## config.mk

```make
export PLATFORM = sky130hd
export DESIGN_NAME = stream_fifo
export DESIGN_NICKNAME = d
export VERILOG_FILES = /design/src/rtl/stream_pkg.sv /design/src/rtl/stream_fifo_mem.sv /design/src/rtl/stream_fifo.sv
export SDC_FILE = /design/constraint.sdc
export NUM_CORES = 1
export LEC_CHECK = 0
export ABC_AREA = 1
export BUFFER_PORTS_ARGS = -buffer_cell sky130_fd_sc_hd__clkbuf_2
export CAP_MARGIN = 40
export CORE_MARGIN = 10
export CORE_UTILIZATION = 35
export CTS_BUF_LIST = sky130_fd_sc_hd__clkbuf_16
export DETAILED_ROUTE_END_ITERATION = 10
export SLEW_MARGIN = 20
export SYNTH_ARGS = -nofsm -noshare
export SYNTH_HDL_FRONTEND = slang
export SYNTH_HIERARCHICAL = 1
export SYNTH_SLANG_ARGS = --single-unit
```

## constraint.sdc

```tcl
create_clock -name clk -period 2.31 [get_ports clk]
set_input_delay 0.462 -clock clk [delete_from_list [all_inputs] [get_ports clk]]
set_output_delay 0.462 -clock clk [all_outputs]
set_load 0.01 [all_outputs]
```

## src/rtl/stream_pkg.sv

```systemverilog
`default_nettype none
// ============================================================================
//  Package     : stream_pkg
//  Description : Shared helpers for the stream FIFO: the occupancy counter
//                width and the ring-pointer increment that wraps by explicit
//                compare, so any DEPTH (not only powers of two) works.
//  Revision    : 1.0 - initial release
// ============================================================================
package stream_pkg;

  // Width needed to hold an occupancy value in the range 0..depth.
  function automatic int count_width(input int depth);
    return $clog2(depth + 1);
  endfunction

  // Advance a ring pointer, wrapping to 0 after depth-1.
  function automatic int ptr_inc(input int ptr, input int depth);
    return (ptr == depth - 1) ? 0 : ptr + 1;
  endfunction

endpackage
`default_nettype wire

```

## src/rtl/stream_fifo_mem.sv

```systemverilog
`default_nettype none
// ============================================================================
//  Module      : stream_fifo_mem
//  Description : Storage array for stream_fifo. Registered write,
//                combinational read, asynchronous active-low clear of every
//                entry to zero.
//  Ports       : clk    - clock
//                reset  - asynchronous active-low clear
//                we     - write enable
//                waddr  - write address
//                wdata  - write data
//                raddr  - read address
//                rdata  - read data (combinational)
//  Revision    : 1.0 - initial release
// ============================================================================
module stream_fifo_mem #(
  parameter int WIDTH = 32,
  parameter int DEPTH = 4,
  parameter int AW    = 2
) (
  input  logic             clk,
  input  logic             reset,
  input  logic             we,
  input  logic [AW-1:0]    waddr,
  input  logic [WIDTH-1:0] wdata,
  input  logic [AW-1:0]    raddr,
  output logic [WIDTH-1:0] rdata
);

  logic [WIDTH-1:0] r_mem [DEPTH];

  always_ff @(posedge clk or negedge reset) begin
    if (!reset) begin
      for (int i = 0; i < DEPTH; i++) begin
        r_mem[i] <= '0;
      end
    end else if (we) begin
      r_mem[waddr] <= wdata;
    end
  end

  assign rdata = r_mem[raddr];

endmodule
`default_nettype wire

```

## src/rtl/stream_fifo.sv

```systemverilog
`default_nettype none
// ============================================================================
//  Module      : stream_fifo
//  Description : Synchronous FIFO with valid/ready handshakes on both sides.
//                in_ready depends only on the stored count, so there is no
//                combinational path from out_ready back to the producer.
//                Optional feature macro: STREAM_FIFO_BYPASS_EN - when the
//                queue is empty and both sides handshake, the input word is
//                forwarded combinationally and never stored.
//  Ports       : clk       - clock
//                reset     - asynchronous active-low reset
//                in_valid  - producer has data
//                in_data   - producer data
//                in_ready  - FIFO accepts a push this cycle
//                out_valid - FIFO presents valid data
//                out_data  - head-of-queue data
//                out_ready - consumer accepts data
//                count     - number of stored entries (0..DEPTH)
//  Revision    : 1.0 - initial release
// ============================================================================
module stream_fifo
  import stream_pkg::*;
#(
  parameter  int WIDTH = 32,
  parameter  int DEPTH = 4,
  localparam int CW    = count_width(DEPTH)
) (
  input  logic             clk,
  input  logic             reset,
  input  logic             in_valid,
  input  logic [WIDTH-1:0] in_data,
  output logic             in_ready,
  output logic             out_valid,
  output logic [WIDTH-1:0] out_data,
  input  logic             out_ready,
  output logic [CW-1:0]    count
);

  localparam int AW = $clog2(DEPTH);

  logic [AW-1:0]    r_wr_ptr;
  logic [AW-1:0]    r_rd_ptr;
  logic [CW-1:0]    r_count;
  logic [WIDTH-1:0] w_rdata;
  logic             w_bypass;
  logic             w_push;
  logic             w_pop;
  logic             w_store;
  logic             w_deq;

`ifdef STREAM_FIFO_BYPASS_EN
  // Gated by reset so nothing is presented while the FIFO is held in reset.
  assign w_bypass = reset & (r_count == '0) & in_valid & out_ready;
`else
  assign w_bypass = 1'b0;
`endif

  assign in_ready  = (r_count != CW'(DEPTH));
  assign out_valid = (r_count != '0) | w_bypass;
  assign out_data  = w_bypass ? in_data : w_rdata;
  assign count     = r_count;

  assign w_push  = in_valid & in_ready;
  assign w_pop   = out_valid & out_ready;
  // A bypassed word is both pushed and popped without touching storage.
  assign w_store = w_push & ~w_bypass;
  assign w_deq   = w_pop & ~w_bypass;

  always_ff @(posedge clk or negedge reset) begin
    if (!reset) begin
      r_wr_ptr <= '0;
      r_rd_ptr <= '0;
      r_count  <= '0;
    end else begin
      if (w_store) begin
        r_wr_ptr <= AW'(ptr_inc(int'(r_wr_ptr), DEPTH));
      end
      if (w_deq) begin
        r_rd_ptr <= AW'(ptr_inc(int'(r_rd_ptr), DEPTH));
      end
      case ({w_store, w_deq})
        2'b10:   r_count <= r_count + CW'(1);
        2'b01:   r_count <= r_count - CW'(1);
        default: r_count <= r_count;
      endcase
    end
  end

  stream_fifo_mem #(
    .WIDTH (WIDTH),
    .DEPTH (DEPTH),
    .AW    (AW)
  ) u_mem (
    .clk   (clk),
    .reset (reset),
    .we    (w_store),
    .waddr (r_wr_ptr),
    .wdata (in_data),
    .raddr (r_rd_ptr),
    .rdata (w_rdata)
  );

endmodule
`default_nettype wire
```

==> flow_summary_export.csv <==
group,metric,value,unit
yosys,synth-seq-area-share,0.460,
power_and_ir_drop,power_density,1510,mW/mm²
detailed_routing,wl,20.1,mm
detailed_routing,drc,0,
worst_setup_path,reg2regPathDepth,8,
finish,final_nets,1073,
die,start_util,0.360,
outcome,run_status,"complete, no violations",
placement,gp_congestion,0.766,
power_and_ir_drop,totalPowerFinal,12.7,mW
clock_tree,clock_latency,0.42,ns
worst_setup_path,critical_path_class,"reg2out",
clock_tree,ctsHtreeMaxLevel,4,
detailed_routing,wl_per_cell,15.3,µm
worst_setup_path,crit_arrival,1.70,ns
power_and_ir_drop,switching_share,0.442,
worst_setup_path,reg2reg_slack,0.54,ns
yosys,synthCells,982,
detailed_routing,drt_first_iter_violations,484,
worst_setup_path,reg2reg_from,"count[0]",
finish,area_growth,14.6,%
yosys,synthesis.area,0.00735,mm²
grt,antenna_found_initial,0,
die,rows,52,
grt,grt_max_degree,69,
clock_tree,cts_setup_buffers,0,
clock_tree,clk_pin_slew_worst_paths,0.06,ns
clock_tree,clock_path_buffers,2,
timing,rsz0062_at_grt,"no",
power_and_ir_drop,pwr-share-clk,0.198,
timing,setup_viol,0,
detailed_routing,viasPerCell,4.71,
detailed_routing,ant_nets,0,
timing,drv_slew,0,
timing,fin_crit_sh,0.936,
worst_setup_path,path_common_cell,"nand2_1",
power_and_ir_drop,max-vdd-ir-drop,0.616,mV
yosys,yosysUniqueCellTypes,21,
die,io_pins,73,
worst_setup_path,critPathLaunch,"r_rd_ptr[0]",
timing,max_clock_freq,463,MHz
worst_setup_path,crit_path_top_delay_cell,"dfrtp_2",
grt,track_usage,0.156,
yosys,ys_ff_latch,135,
worst_setup_path,crit_path_start_kind,"flip-flop",
die,core,0.0204,mm²
power_and_ir_drop,intPower,7.08,mW
yosys,postSynthAreaPerCell,7.48,µm²
finish,drive_above_1_share,0.158,
flow_run,maxCapViolations,0,
grt,grt_overflow_total,0,
grt,grt_pass1_wl,33.8,mm
worst_setup_path,critPathMaxStageDelay,0.44,ns
detailed_routing,firstDrtPassIters,5,
die,dieHeight,165,µm
clock_tree,cts_sinks,135,
worst_setup_path,crit_chain,"inv_2 > buf_12 > nand2_1 > nand3_1 > nand2_1 > clkbuf_2",
finish,antenna_cells,0,
timing,hold_viol,0,
power_and_ir_drop,p_sw,5.60,mW
timing,slew_headroom,0.668,
yosys,ys_warn_count,6,
timing,worst_slew_pin_slew,0.498,ns
clock_tree,cts-hold-fix-buffers,1,
worst_setup_path,worstReg2RegEnd,"u_mem/r_mem[25]",
yosys,synth_fp_nets,1022,
power_and_ir_drop,power.leakage,4.82,nW
clock_tree,cts_tree,"yes",
placement,place_hpwl,13.0,mm
clock_tree,cts_resized,0,
power_and_ir_drop,pwr-share-seq,0.327,
hold_path,hp-class,"in2reg",
power_and_ir_drop,pwr-share-comb,0.475,
clock_tree,cts-root-buf,"clkbuf_16",
timing,fin_skew,0.00528,ns
die,dieWidth,165,µm
detailed_routing,route.vias.total,6188,
timing,min_period,2.16,ns
worst_setup_path,cp_data_required_time,1.85,ns
placement,io_buffers,72,
worst_setup_path,crit_path_max_fanout,36,
worst_setup_path,crit_end,"out_data[12]",
timing,setup_tns,0,ns
die,die_area,0.0272,mm²
clock_tree,cts_buffers,17,
worst_setup_path,cp-end-kind,"primary output",
grt,grt_pass1_vias,6325,
## layout make-up
type / count / area [µm²]
multi-input combinational: 612 / 2890
clock inverter: 14 / 106
timing repair buffer: 95 / 629
tap: 270 / 338
sequential: 135 / 3380
fill: 2166 / 12000
inverter: 172 / 647
clock buffer: 17 / 425
## layer usage
layer / global-route usage / vias to the layer above / part of all wire
met2: 0.249 / 146 / 0.46
li1: - / 3117 / -
met5: 0 / - / 0
met4: 0.0415 / 0 / 0.0096
met3: 0.0381 / 14 / 0.050
met1: 0.207 / 2911 / 0.48
## metrics by stage
stage | setup slack (ns) | area [µm²] | hold WS [ns] | util | instances
floorplan | 0.610 | 7350 | 0.166 | - | 982
global placement | 0.569 | 7880 | 0.450 | 0.386 | 1283
detailed placement | 0.524 | 7880 | 0.443 | 0.386 | 1283
CTS | 0.115 | 8420 | 0.295 | 0.412 | 1315
global route | 0.0474 | 8420 | 0.312 | 0.412 | 1315
finish | 0.148 | 8420 | 0.311 | 0.412 | 1315
## power groups by stage
| stage | Clock (mW) | Sequential [mW] | Combinational, mW |
|---|---|---|---|
| floorplan | 0 | 3.95 | 4.40 |
| global placement | 0 | 4.13 | 6.03 |
| detailed placement | 0 | 4.16 | 6.13 |
| CTS | 2.56 | 4.14 | 6.15 |
| global route | 2.67 | 4.28 | 6.93 |
| finish | 2.51 | 4.14 | 6.02 |
## sequential cells by signal, indices dropped and copies added (netlist names)
signal	flops
count	3
r_rd_ptr	2
u_mem/r_mem	128
r_wr_ptr	2
## cells in the mapped netlist, drive strengths merged
cell,instances,area [µm²]
ha,3,37.5
fa,1,20.0
inv,172,646
dfrtp,135,3380
nand2,400,1520
buf,55,404
nor2,3,27.5
nand4,65,407
nand3,106,586
o21ai,33,285
clkbuf,8,30.0
xnor2,1,8.76
## critical path, delay by kind of cell (launching register included)
family,cells,cell delay (ns)
AND/OR/NAND/NOR,3,0.26
flip-flops,1,0.44
buffers and inverters,3,0.57
## logic make-up (layout without fill, tap and decap cells)
kind of cell | after synthesis | in the layout | share of synthesized area
buffers and inverters | 235 | 298 | 0.147
and+or+nand+nor | 574 | 574 | 0.345
AOI/OAI and AO/OA | 33 | 33 | 0.0388
adders and majority gates | 4 | 4 | 0.00783
DFF | 135 | 135 | 0.460
xor gates and xnor gates | 1 | 1 | 0.00119
## worst min-delay path by stage
stage / from / endpoint / slack, ns / cells after the start
2_1_floorplan: reset / count[0] / 0.17 / 0
3_3_place_gp: reset / u_mem/r_mem[55] / 0.45 / 1
3_5_place_dp: reset / u_mem/r_mem[55] / 0.44 / 1
4_1_cts: in_data[3] / u_mem/r_mem[3] / 0.29 / 3
5_1_grt: in_data[17] / u_mem/r_mem[17] / 0.31 / 3
6_report: in_data[3] / u_mem/r_mem[3] / 0.31 / 3
## placed cells by master (no fill, tap or decap)
cell / netlist / layout
nand2_1: 397 / 397
bufinv_16: 0 / 2
dfrtp_1: 135 / 132
buf_6: 15 / 1
nand3_1: 101 / 101
o21ai_0: 1 / 1
nand3_2: 1 / 1
nand3_4: 4 / 4
xnor2_1: 1 / 1
nand4_1: 65 / 65
nand2_4: 2 / 2
nor2_1: 2 / 2
inv_1: 166 / 172
nand2_2: 1 / 1
buf_4: 14 / 15
ha_1: 3 / 3
clkbuf_16: 0 / 17
buf_12: 0 / 7
inv_2: 6 / 6
fa_1: 1 / 1
clkbuf_2: 0 / 71
dfrtp_2: 0 / 3
clkinv_2: 0 / 2
dlygate4sd3_1: 0 / 1
nor2_8: 1 / 1
o21ai_2: 32 / 32
clkinv_1: 0 / 4
Power figures use the tool's default switching activity.
